==> config.mk <==
export PLATFORM = sky130hd
export DESIGN_NAME = split_slave_ctrl
export DESIGN_NICKNAME = d
export VERILOG_FILES = /design/src/rtl/split_slave_ctrl.sv
export SDC_FILE = /design/constraint.sdc
export NUM_CORES = 1
export LEC_CHECK = 0
export BUFFER_PORTS_ARGS = -buffer_cell sky130_fd_sc_hd__buf_4
export CORE_MARGIN = 2
export CORE_UTILIZATION = 54
export DETAILED_ROUTE_END_ITERATION = 7
export PLACE_DENSITY = 0.95
export REMOVE_ABC_BUFFERS = 1
export SLEW_MARGIN = 10
export SYNTH_ARGS = -nofsm -noshare
export SYNTH_HDL_FRONTEND = slang
export SYNTH_SLANG_ARGS = --single-unit
export TNS_END_PERCENT = 50
==> constraint.sdc <==
create_clock -name clk -period 4 [get_ports clk]
set_input_delay 0.6 -clock clk [delete_from_list [all_inputs] [get_ports clk]]
set_output_delay 0.6 -clock clk [all_outputs]
set_load 0.05 [all_outputs]
==> src/rtl/split_slave_ctrl.sv <==
// Transaction controller for the split-capable slave: sequences one memory
// access per received request and drives the split handshake toward the arbiter.
module split_slave_ctrl #(
    parameter int ADDR_WIDTH    = 12,
    parameter int DATA_WIDTH    = 8,
    parameter int SPLIT_LATENCY = 4,
    parameter int SPLIT_EN      = 1,
    parameter int GRANT_TIMEOUT = 64
) (
    input  logic                  clk,
    input  logic                  rstn,
    input  logic                  req_valid,
    input  logic                  req_write,
    input  logic [ADDR_WIDTH-1:0] req_addr,
    input  logic [DATA_WIDTH-1:0] req_wdata,
    input  logic                  split_grant,
    output logic                  ssplit,
    output logic                  sready,
    output logic                  mem_en,
    output logic                  mem_we,
    output logic [ADDR_WIDTH-1:0] mem_addr,
    output logic [DATA_WIDTH-1:0] mem_wdata,
    input  logic [DATA_WIDTH-1:0] mem_rdata,
    output logic                  rsp_valid,
    output logic [DATA_WIDTH-1:0] rsp_rdata,
    output logic                  err
);

    typedef enum logic [2:0] {
        S_IDLE,
        S_WR,
        S_RD_WAIT,
        S_DONE,
        S_RESP
    } state_t;

    localparam logic [7:0] LAT_LOAD = 8'(SPLIT_LATENCY);
    localparam logic [7:0] TMO_LAST = 8'(GRANT_TIMEOUT - 1);
    localparam bit         SPLIT_ON = (SPLIT_EN != 0);

    state_t                r_state;
    logic [7:0]            r_cnt;
    logic                  r_mem_en;
    logic                  r_mem_we;
    logic [ADDR_WIDTH-1:0] r_mem_addr;
    logic [DATA_WIDTH-1:0] r_mem_wdata;
    logic [DATA_WIDTH-1:0] r_rsp_rdata;
    logic                  r_err;

    // NOTE: all state here uses non-blocking assignments so every register
    // samples the pre-edge values, independent of statement order.
    always_ff @(posedge clk or negedge rstn) begin
        if (!rstn) begin
            r_state     <= S_IDLE;
            r_cnt       <= '0;
            r_mem_en    <= 1'b0;
            r_mem_we    <= 1'b0;
            r_mem_addr  <= '0;
            r_mem_wdata <= '0;
            r_rsp_rdata <= '0;
            r_err       <= 1'b0;
        end else begin
            r_mem_en <= 1'b0;
            r_mem_we <= 1'b0;
            r_err    <= 1'b0;
            case (r_state)
                S_IDLE: begin
                    if (req_valid) begin
                        r_mem_addr  <= req_addr;
                        r_mem_wdata <= req_wdata;
                        r_mem_en    <= 1'b1;
                        r_mem_we    <= req_write;
                        if (req_write) begin
                            r_state <= S_WR;
                        end else begin
                            r_state <= S_RD_WAIT;
                            r_cnt   <= LAT_LOAD;
                        end
                    end
                end
                S_WR: r_state <= S_RESP;
                S_RD_WAIT: begin
                    // Counter hits zero exactly in the cycle mem_rdata is valid.
                    if (r_cnt == 8'd0) begin
                        r_rsp_rdata <= mem_rdata;
                        r_state     <= SPLIT_ON ? S_DONE : S_RESP;
                    end else begin
                        r_cnt <= r_cnt - 8'd1;
                    end
                end
                S_DONE: begin
                    if (split_grant) begin
                        r_state <= S_RESP;
                    end else if (r_cnt == TMO_LAST) begin
                        r_err   <= 1'b1;
                        r_state <= S_IDLE;
                    end else begin
                        r_cnt <= r_cnt + 8'd1;
                    end
                end
                S_RESP:  r_state <= S_IDLE;
                default: r_state <= S_IDLE;
            endcase
        end
    end

    // Handshake flags decode the registered state only; no input reaches them.
    assign sready    = (r_state == S_IDLE);
    assign ssplit    = SPLIT_ON && (r_state == S_RD_WAIT);
    assign rsp_valid = (r_state == S_RESP);
    assign mem_en    = r_mem_en;
    assign mem_we    = r_mem_we;
    assign mem_addr  = r_mem_addr;
    assign mem_wdata = r_mem_wdata;
    assign rsp_rdata = r_rsp_rdata;
    assign err       = r_err;

endmodule

==> summary.txt, run 1 <==
GP Congestion -> 0.869
global-route wire length before repair -> 7480 µm
Avg Inst Size Synth -> 12.7 µm²
DR vias -> 1,500
Synth Area in Compound Gates -> 0.0795
Post-CTS Hold Fix Bufs -> 0
worst slew pin tran -> 0.894 ns
initial antenna violation count -> 0
nature of the critical path endpoint -> flip-flop
Post-Place Cells -> 268
DR iter-0 viols -> 87
Yosys warning count -> 0
mux cell area share after synthesis -> 0.168
Final Hold Fails -> 0
# setup viols final -> 0
status -> complete, no violations
I/O pins -> 67
Worst Setup SP -> r_state[0]$_DFFE_PN0P_
Final HPWL DP -> 3390 µm
post-synthesis xor/xnor area fraction -> 0.0173
# Post-CTS Setup Buffers -> 0
Die H -> 65.3 µm
Post-Synth Adder-Cell Area -> 0.0469
Post-synth EDFFs -> 0
root buf cell -> clkbuf_8
post-route setup TNS -> 0 ns
die area -> 4260 µm²
wire per inst -> 16.8 µm
Worst R2R Setup Slack -> 1.34 ns
path depth of the worst reg2reg path -> 8
main combinational cell family by area after synthesis -> multiplexers
Max Cap Viol -> 0
antenna cells -> 0
Final min period -> 2.66 ns
TritonCTS Buffers -> 5
overall global routing resource usage -> 0.235
period utilization -> 0.665
FF-to-FF End -> r_cnt[6]$_DFFE_PN0P_
post-route ant nets -> 0
Post-synth ARST share -> 1.00
IO Port Bufs -> 66
Clock transition at path regs -> 0.08 ns
Post-Synthesis Cells -> 160
core area -> 3630 µm²
Cell variety after synth -> 42
Post-Synth Simple-Gate Area -> 0.137
Resize count post-CTS -> 0
Max Buffers Root-to-Sink -> 2
worst r2r src -> r_state[0]$_DFFE_PN0P_
DR vias/cell -> 5.45
post-synthesis cell area -> 2030 µm²
drt drc -> 0
area grow syn2layout -> 30.5%
Post-synth top flop -> dfrtp_1
die width -> 65.3 µm
WP data required -> 4.18 ns
largest net degree at the start of global routing -> 43
crit-path max FO -> 11
Slew HR -> 0.404
Final #Nets -> 267
post-synthesis sequential area ratio -> 0.518
proportion of layout cells with a drive suffix above 1 -> 0.485
max frequency -> 0.376 GHz
clock latency on the worst-skew pair -> 0.29 ns
Clock Sink Count -> 42
Critical Path Source Type -> flip-flop
Final Max Slew Viols -> 0
aggregate global routing overflow -> 0
htree depth -> 2
Routed WL -> 4620 µm
RSZ-0062 raised after global routing -> no
Worst EP arrival -> 2.84 ns
CP Class -> reg -> reg
Non-Filler Instances -> 275
# rows -> 22
Hold Crit Class -> in -> async
Clock Skew -> 0.00495 ns
vias in the first global route -> 1,523
CTS tree -> built
initial core utilization -> 0.559
Seq cells post-synth -> 42
number of detailed-routing iterations run before antenna repair -> 4
-- final cells by class --
cell class	instances	area (µm²)
Sequential cell	42	1050
Fill cell	238	985
Multi-Input combinational cell	107	911
Timing Repair Buffer	66	495
Clock buffer	6	82.6
Tap cell	48	60.1
Clock inverter	1	30.0
Inverter	5	18.8
-- metrics by stage --
step	area (µm²)	setup slack, ns	hold WS (ns)	utilization
finish	2650	1.34	0.269	0.729
global route	2650	1.11	0.312	0.729
CTS	2650	1.35	0.286	0.729
detailed placement	2540	1.39	0.496	0.698
global placement	2540	1.51	0.489	0.698
floorplan	1980	1.13	0.304	-
-- critical path, cell delays in order (launching register included) --
cell	delay (ns)
dfrtp_1	0.56
nand3b_1	0.39
ha_1	0.45
nor2b_1	0.15
o21a_1	0.18
o21ai_0	0.14
a21boi_0	0.11
or3_1	0.32
a32o_1	0.27
-- registers in the layout (all words and copies together), names as in the netlist --
| name | count |
|---|---|
| mem_addr | 12 |
| mem_wdata | 8 |
| r_cnt | 8 |
| r_state | 3 |
| mem_we | 1 |
| rsp_rdata | 8 |
| mem_en | 1 |
| err | 1 |
-- placed cells by master (no fill, tap or decap), types with 2 or more instances in the layout --
master    count
xnor2_1       2
xor2_1        2
o31ai_1       4
mux2_2       28
or4_4         2
dfrtp_1      42
nor3b_1       3
nor2b_1       5
nand2_1      10
nor3_1        3
nor2_1        8
inv_1         5
a21oi_1       4
ha_1          6
o21a_1        2
buf_4        66
o21ai_0       3
or3_1         3
clkbuf_8      6
-- metal layers --
| layer | share of wire | global-route usage | vias up |
|---|---|---|---|
| met4 | 0.014 | 0.0938 | 0 |
| met3 | 0.079 | 0.0616 | 7 |
| met1 | 0.40 | 0.288 | 722 |
| met2 | 0.50 | 0.394 | 68 |
| met5 | 0 | 0 | - |
| li1 | - | - | 703 |
-- worst max path at each step --
stage                                    to  slack, ns  cells after the start
floorplan           mem_addr[0]$_DFFE_PN0P_       1.13                      3
global placement       r_cnt[6]$_DFFE_PN0P_       1.51                      8
detailed placement     r_cnt[6]$_DFFE_PN0P_       1.39                      8
CTS                    r_cnt[6]$_DFFE_PN0P_       1.35                      8
global route           r_cnt[6]$_DFFE_PN0P_       1.11                      8
finish                 r_cnt[6]$_DFFE_PN0P_       1.34                      8
-- logic make-up (layout without fill, tap and decap cells) --
family / after synthesis / after routing
and+or+nand+nor: 45 / 45
DFF: 42 / 42
muxes: 30 / 30
AOI/OAI and AO/OA: 21 / 21
buffers and inverters: 11 / 78
adders and majority gates: 7 / 7
xor gates and xnor gates: 4 / 4
-- cells in the mapped netlist (2+ instances only) --
cell,count,area (µm²)
a21oi_1,4,20.0
buf_2,2,10.0
buf_6,3,33.8
dfrtp_1,42,1050
ha_1,6,75.1
inv_1,5,18.8
mux2_2,28,315
nand2_1,10,37.5
nor2_1,8,30.0
nor2b_1,5,31.3
nor3_1,3,15.0
nor3b_1,3,22.5
o21a_1,2,15.0
o21ai_0,3,15.0
o31ai_1,4,30.0
or3_1,3,18.8
or4_4,2,22.5
xnor2_1,2,17.5
xor2_1,2,17.5
Power of run 1 is left out: the tool's default activity adds up to more than one toggle a clock period on the data nets, which glitch-free logic cannot reach.
==> inputs of run 2 (changes only) <==
--- a/config.mk
+++ b/config.mk
@@ -5,11 +5,12 @@
 export SDC_FILE = /design/constraint.sdc
 export NUM_CORES = 1
 export LEC_CHECK = 0
+export ABC_AREA = 1
 export BUFFER_PORTS_ARGS = -buffer_cell sky130_fd_sc_hd__buf_4
 export CORE_MARGIN = 2
-export CORE_UTILIZATION = 54
+export CORE_UTILIZATION = 46
 export DETAILED_ROUTE_END_ITERATION = 7
-export PLACE_DENSITY = 0.95
+export PLACE_DENSITY = 0.86
 export REMOVE_ABC_BUFFERS = 1
 export SLEW_MARGIN = 10
 export SYNTH_ARGS = -nofsm -noshare
==> constraint.sdc (replaced) <==
create_clock -name clk -period 2.2 [get_ports clk]
set_input_delay 0.33 -clock clk [delete_from_list [all_inputs] [get_ports clk]]
set_output_delay 0.33 -clock clk [all_outputs]
set_load 0.05 [all_outputs]
==> summary.txt, run 2 <==
status -> complete, no violations (unchanged)
Final min period -> 2.02 ns (was 2.66 ns)
Clock transition at path regs -> 0.07 ns (was 0.08 ns)
Final Hold Fails -> 0 (unchanged)
critical path's most frequent cell -> nand3_1
Yosys warning count -> 0 (unchanged)
CP max stage cell -> dfrtp_1 (unchanged)
Avg Inst Size Synth -> 8.07 µm² (was 12.7 µm²)
Worst EP arrival -> 2.21 ns (was 2.84 ns)
Post-CTS Hold Fix Bufs -> 0 (unchanged)
DR vias -> 1,948 (was 1,500)
I/O pins -> 67 (unchanged)
Die H -> 72.6 µm (was 65.3 µm)
overall global routing resource usage -> 0.195 (was 0.235)
Largest stage delay, worst path -> 0.43 ns (was 0.56 ns)
vias in the first global route -> 1,830 (was 1,523)
Final HPWL DP -> 3610 µm (was 3390 µm)
post-route ant nets -> 0 (unchanged)
Post-synth ARST share -> 1.00 (unchanged)
CTS tree -> built (unchanged)
share of the synthesized area in the top cell type -> 0.486 (was 0.518)
CP Class -> reg -> reg (unchanged)
wire per inst -> 12.5 µm (was 16.8 µm)
IO Port Bufs -> 66 (unchanged)
FF-to-FF End -> r_cnt[6]$_DFFE_PN0P_ (unchanged)
# rows -> 24 (was 22)
DR iter-0 viols -> 51 (was 87)
Final #Nets -> 378 (was 267)
Final Max Slew Viols -> 0 (unchanged)
Post-synth EDFFs -> 0 (unchanged)
max reg flops -> 12 (unchanged)
# setup viols final -> 0 (unchanged)
worst slew pin tran -> 0.549 ns (was 0.894 ns)
most common cell in the synthesized netlist -> nand2_1 (was dfrtp_1)
core area -> 4440 µm² (was 3630 µm²)
initial antenna violation count -> 0 (unchanged)
DR vias/cell -> 4.99 (was 5.45)
drt drc -> 0 (unchanged)
Resize count post-CTS -> 0 (unchanged)
htree depth -> 2 (unchanged)
proportion of layout cells with a drive suffix above 1 -> 0.278 (was 0.485)
global-route wire length before repair -> 8060 µm (was 7480 µm)
Max Buffers Root-to-Sink -> 2 (unchanged)
root buf cell -> clkbuf_8 (unchanged)
path depth of the worst reg2reg path -> 8 (unchanged)
Worst R2R Setup Slack -> 0.18 ns (was 1.34 ns)
CP Capture Point -> r_cnt[6]$_DFFE_PN0P_ (unchanged)
Slew HR -> 0.634 (was 0.404)
Routed WL -> 4890 µm (was 4620 µm)
synth top area cells -> dfrtp_1 49%, nand2_1 22%, nand3_1 5.1% (was dfrtp_1 52%, mux2_2 16%, ha_1 3.7%)
max frequency -> 0.496 GHz (was 0.376 GHz)
RSZ-0062 raised after global routing -> no (unchanged)
Fillers -> 362 (was 238)
Max Cap Viol -> 0 (unchanged)
flip-flop and latch area -> 1050 µm² (unchanged)
antenna cells -> 0 (unchanged)
Post-Synthesis Cells -> 268 (was 160)
commonest non-fill, non-tap cell in the layout -> nand2_1 (was buf_4)
Critical Path Source Type -> flip-flop (unchanged)
post-synthesis sequential area ratio -> 0.486 (was 0.518)
most frequent cells in the layout -> 128 x nand2_1, 68 x buf_4, 42 x dfrtp_1 (was 66 x buf_4, 42 x dfrtp_1, 28 x mux2_2)
TritonCTS Buffers -> 5 (unchanged)
crit-path max FO -> 9 (was 11)
critical path cell sequence -> inv_1, nand3_4, ha_1, or2_2, nand3_1, nand3b_1, nand3_1, nand2_1 (was nand3b_1, ha_1, nor2b_1, o21a_1, o21ai_0, a21boi_0, or3_1, a32o_1)
initial core utilization -> 0.487 (was 0.559)
Worst Setup SP -> r_state[2]$_DFFE_PN0P_ (was r_state[0]$_DFFE_PN0P_)
synth cell count leaders -> 128 x nand2_1, 42 x dfrtp_1, 22 x nand3_1, 20 x inv_1, 11 x nor2_1 (was 42 x dfrtp_1, 28 x mux2_2, 10 x nand2_1, 8 x nor2_1, 6 x ha_1)
number of detailed-routing iterations run before antenna repair -> 4 (unchanged)
die width -> 72.6 µm (was 65.3 µm)
Clock Skew -> 0.00313 ns (was 0.00495 ns)
Hold Crit Class -> in -> async (unchanged)
clock latency on the worst-skew pair -> 0.29 ns (about the same)
area leader, netlist -> dfrtp_1 (unchanged)
aggregate global routing overflow -> 0 (unchanged)
WP data required -> 2.39 ns (was 4.18 ns)
period utilization -> 0.917 (was 0.665)
# Post-CTS Setup Buffers -> 0 (unchanged)
post-route setup TNS -> 0 ns (unchanged)
Cell variety after synth -> 31 (was 42)
largest net degree at the start of global routing -> 43 (unchanged)
Clock Sink Count -> 42 (unchanged)
Post-synth top flop -> dfrtp_1 (unchanged)
nature of the critical path endpoint -> flip-flop (unchanged)
GP Congestion -> 0.859 (was 0.869)
Seq cells post-synth -> 42 (unchanged)
area grow syn2layout -> 30.1% (was 30.5%)
multi-input logic area -> 997 µm² (was 911 µm²)
die area -> 5270 µm² (was 4260 µm²)
worst r2r src -> r_state[2]$_DFFE_PN0P_ (was r_state[0]$_DFFE_PN0P_)
post-synthesis cell area -> 2160 µm² (was 2030 µm²)
==> run 2: changes by cell type in the layout (fill, tap and decap cells not counted), moves of 4 or more <==
cell / before / now
nand2_1: 10 / 128
mux2_2: 28 / 0
nand3_1: 0 / 22
inv_1: 5 / 20
nor2b_1: 5 / 1
o31ai_1: 4 / 0
==> run 2: critical path, delay by kind of cell, from the launching register on <==
kind / cells / cell delay, ns
adders and majority gates: 1 / 0.37
buffers and inverters: 1 / 0.25
DFF: 1 / 0.43
and+or+nand+nor: 6 / 0.85
==> run 2: routing by layer <==
layer  vias up  GRT usage  part of all wire
li1        979          -                 -
met3         8     0.0497             0.073
met1       886      0.232              0.42
met2        75      0.345              0.49
met5         -          0                 0
met4         0     0.0576             0.014
==> run 2: cells by family (layout without fill, tap and decap cells) <==
| logic type | Yosys count | count (layout) | share of synthesized area |
|---|---|---|---|
| flops | 42 | 42 | 0.486 |
| compound gates | 9 | 9 | 0.0295 |
| buf+inv | 26 | 96 | 0.0578 |
| xor+xnor | 2 | 2 | 0.00810 |
| simple gates | 182 | 182 | 0.375 |
| fa+ha+maj | 7 | 7 | 0.0440 |
==> run 2: area by class of cell <==
cell class | count | area share
timing repair buffer | 68 | 0.181
tap | 52 | 0.0231
inverter | 21 | 0.0280
clock inverter | 1 | 0.0107
clock buffer | 6 | 0.0293
sequential | 42 | 0.373
multi-input combinational | 200 | 0.354
==> run 2: per-stage QoR <==
stage | cell area, µm² | hold slack (ns) | util | cells | setup WS (ns)
3_3_place_gp | 2690 | 0.338 | 0.606 | 383 | 0.296
2_1_floorplan | 2120 | 0.0344 | - | 263 | 0.274
5_1_grt | 2820 | 0.0475 | 0.633 | 390 | 0.0342
6_report | 2820 | 0.0100 | 0.633 | 390 | 0.183
4_1_cts | 2810 | 0.0271 | 0.631 | 390 | 0.160
3_5_place_dp | 2690 | 0.345 | 0.606 | 383 | 0.190
==> run 2: how the worst min path moves through the flow <==
stage	startpoint	endpoint	slack, ns
after floorplan	rstn	err$_DFF_PN0_	0.03
final	rstn	mem_addr[5]$_DFFE_PN0P_	0.01
after CTS	rstn	mem_addr[10]$_DFFE_PN0P_	0.03
after global routing	rstn	mem_addr[5]$_DFFE_PN0P_	0.05
after global placement	rstn	mem_addr[11]$_DFFE_PN0P_	0.34
after detailed placement	rstn	mem_addr[10]$_DFFE_PN0P_	0.34
Power of run 2 is left out for the same reason.
==> inputs of run 3 (changes only) <==
--- a/config.mk
+++ b/config.mk
@@ -11,7 +11,6 @@
 export CORE_UTILIZATION = 46
 export DETAILED_ROUTE_END_ITERATION = 7
 export PLACE_DENSITY = 0.86
-export REMOVE_ABC_BUFFERS = 1
 export SLEW_MARGIN = 10
 export SYNTH_ARGS = -nofsm -noshare
 export SYNTH_HDL_FRONTEND = slang
==> summary.txt, run 3 (synthesis gave the netlist of run 2 again) <==
status -> complete, no violations (unchanged)
initial core utilization -> 0.487 (unchanged)
flip-flop and latch area -> 1050 µm² (unchanged)
proportion of layout cells with a drive suffix above 1 -> 0.277 (was 0.278)
drt drc -> 0 (unchanged)
largest net degree at the start of global routing -> 43 (unchanged)
CTS tree -> built (unchanged)
WP data required -> 2.40 ns (was 2.39 ns)
area grow syn2layout -> 28.7% (was 30.1%)
max frequency -> 0.490 GHz (was 0.496 GHz)
Final min period -> 2.04 ns (was 2.02 ns)
post-route setup TNS -> 0 ns (unchanged)
commonest non-fill, non-tap cell in the layout -> nand2_1 (unchanged)
DR iter-0 viols -> 119 (was 51)
RSZ-0062 raised after global routing -> no (unchanged)
core area -> 4440 µm² (unchanged)
antenna cells -> 0 (unchanged)
critical path cell sequence -> inv_1, nand3_2, ha_1, or2_2, nand3_1, nand3b_1, nand3_1, nand2_1 (was inv_1, nand3_4, ha_1, or2_2, nand3_1, nand3b_1, nand3_1, nand2_1)
period utilization -> 0.928 (was 0.917)
# rows -> 24 (unchanged)
die area -> 5270 µm² (unchanged)
htree depth -> 2 (unchanged)
overall global routing resource usage -> 0.198 (was 0.195)
Clock Skew -> 0.00446 ns (was 0.00313 ns)
Slew HR -> 0.628 (was 0.634)
critical path's most frequent cell -> nand3_1 (unchanged)
Final HPWL DP -> 3610 µm (about the same)
number of detailed-routing iterations run before antenna repair -> 4 (unchanged)
initial antenna violation count -> 0 (unchanged)
TritonCTS Buffers -> 5 (unchanged)
Resize count post-CTS -> 0 (unchanged)
wire per inst -> 12.3 µm (was 12.5 µm)
CP max stage cell -> dfrtp_1 (unchanged)
crit-path max FO -> 9 (unchanged)
clock latency on the worst-skew pair -> 0.30 ns (was 0.29 ns)
Post-CTS Hold Fix Bufs -> 0 (unchanged)
Final Hold Fails -> 0 (unchanged)
DR vias/cell -> 4.95 (was 4.99)
CP Class -> reg -> reg (unchanged)
nature of the critical path endpoint -> flip-flop (unchanged)
Die H -> 72.6 µm (unchanged)
Final #Nets -> 378 (unchanged)
# Post-CTS Setup Buffers -> 0 (unchanged)
multi-input logic area -> 987 µm² (was 997 µm²)
Worst EP arrival -> 2.24 ns (was 2.21 ns)
Clock Sink Count -> 42 (unchanged)
IO Port Bufs -> 66 (unchanged)
post-route ant nets -> 0 (unchanged)
die width -> 72.6 µm (unchanged)
I/O pins -> 67 (unchanged)
Final Max Slew Viols -> 0 (unchanged)
Routed WL -> 4820 µm (was 4890 µm)
global-route wire length before repair -> 8090 µm (was 8060 µm)
Clock transition at path regs -> 0.08 ns (was 0.07 ns)
CP delay by family, top -> simple AND/OR/NAND/NOR gates (unchanged)
vias in the first global route -> 1,916 (was 1,830)
Buf+Inv Stages, Crit Path -> 1 (unchanged)
syn nets -> 308
DR vias -> 1,936 (was 1,948)
Hold Crit Class -> in -> async (unchanged)
worst slew pin tran -> 0.558 ns (was 0.549 ns)
root buf cell -> clkbuf_8 (unchanged)
Max Buffers Root-to-Sink -> 2 (unchanged)
Fillers -> 374 (was 362)
GP Congestion -> 0.812 (was 0.859)
most frequent cells in the layout -> 128 x nand2_1, 68 x buf_4, 42 x dfrtp_1 (unchanged)
Largest stage delay, worst path -> 0.43 ns (about the same)
max reg flops -> 12 (unchanged)
Max Cap Viol -> 0 (unchanged)
# setup viols final -> 0 (unchanged)
Critical Path Source Type -> flip-flop (unchanged)
aggregate global routing overflow -> 0 (unchanged)
[run 3: changes by cell type in the layout (fill, tap and decap cells not counted)]
cell / delta
inv_6: +1
nand3_4: -1
clkbuf_8: -1
ha_1: +1
clkinvlp_4: +2
ha_2: -1
nand3_2: +1
bufinv_16: -1
[run 3: final cells by class]
type,count,area share
inverters,21,0.0283
flip-flops and latches,42,0.377
clock buffers,5,0.0247
multi-input cells,200,0.354
clock inverters,3,0.00854
well taps,52,0.0234
repair buffers,68,0.183
[run 3: metal layers]
layer  global-route usage  vias to the layer above  part of all wire
li1                     -                      977                 -
met1                0.225                      892              0.43
met2                0.352                       60              0.48
met3               0.0428                        7             0.068
met4               0.0926                        0             0.018
met5                    0                        -                 0
[run 3: path summary, 6_finish.rpt]
kind / from / cells past startpoint / endpoint / slack (ns)
worst max-delay path: r_state[2]$_DFFE_PN0P_ / 8 / r_cnt[6]$_DFFE_PN0P_ / 0.16
worst min-delay path: rstn / 1 / mem_wdata[6]$_DFFE_PN0P_ / 0.001
worst max register to register: r_state[2]$_DFFE_PN0P_ / 8 / r_cnt[6]$_DFFE_PN0P_ / 0.16
worst min register to register: mem_addr[6]$_DFFE_PN0P_ / 2 / mem_addr[6]$_DFFE_PN0P_ / 0.47
max in group asynchronous: rstn / 1 / rsp_rdata[5]$_DFFE_PN0P_ / 1.84
min in group clk: req_addr[6] / 3 / mem_addr[6]$_DFFE_PN0P_ / 0.23
[run 3: worst register-to-register path, cell delays in order (launching register included)]
cell and delay, ns:
dfrtp_1 0.43, inv_1 0.22, nand3_2 0.24, ha_1 0.39
or2_2 0.31, nand3_1 0.11, nand3b_1 0.09, nand3_1 0.09
nand2_1 0.06
[run 3: per-stage QoR]
step | std cells | util | area (µm²) | setup WS, ns | hold WS (ns)
6_report | 391 | 0.627 | 2790 | 0.159 | 0.00137
2_1_floorplan | 268 | - | 2160 | 0.274 | 0.0344
4_1_cts | 391 | 0.627 | 2790 | 0.183 | 0.0193
3_3_place_gp | 383 | 0.606 | 2690 | 0.291 | 0.343
3_5_place_dp | 383 | 0.606 | 2690 | 0.188 | 0.346
5_1_grt | 391 | 0.627 | 2790 | 0.0413 | 0.0421
Power of run 3 is left out for the same reason.
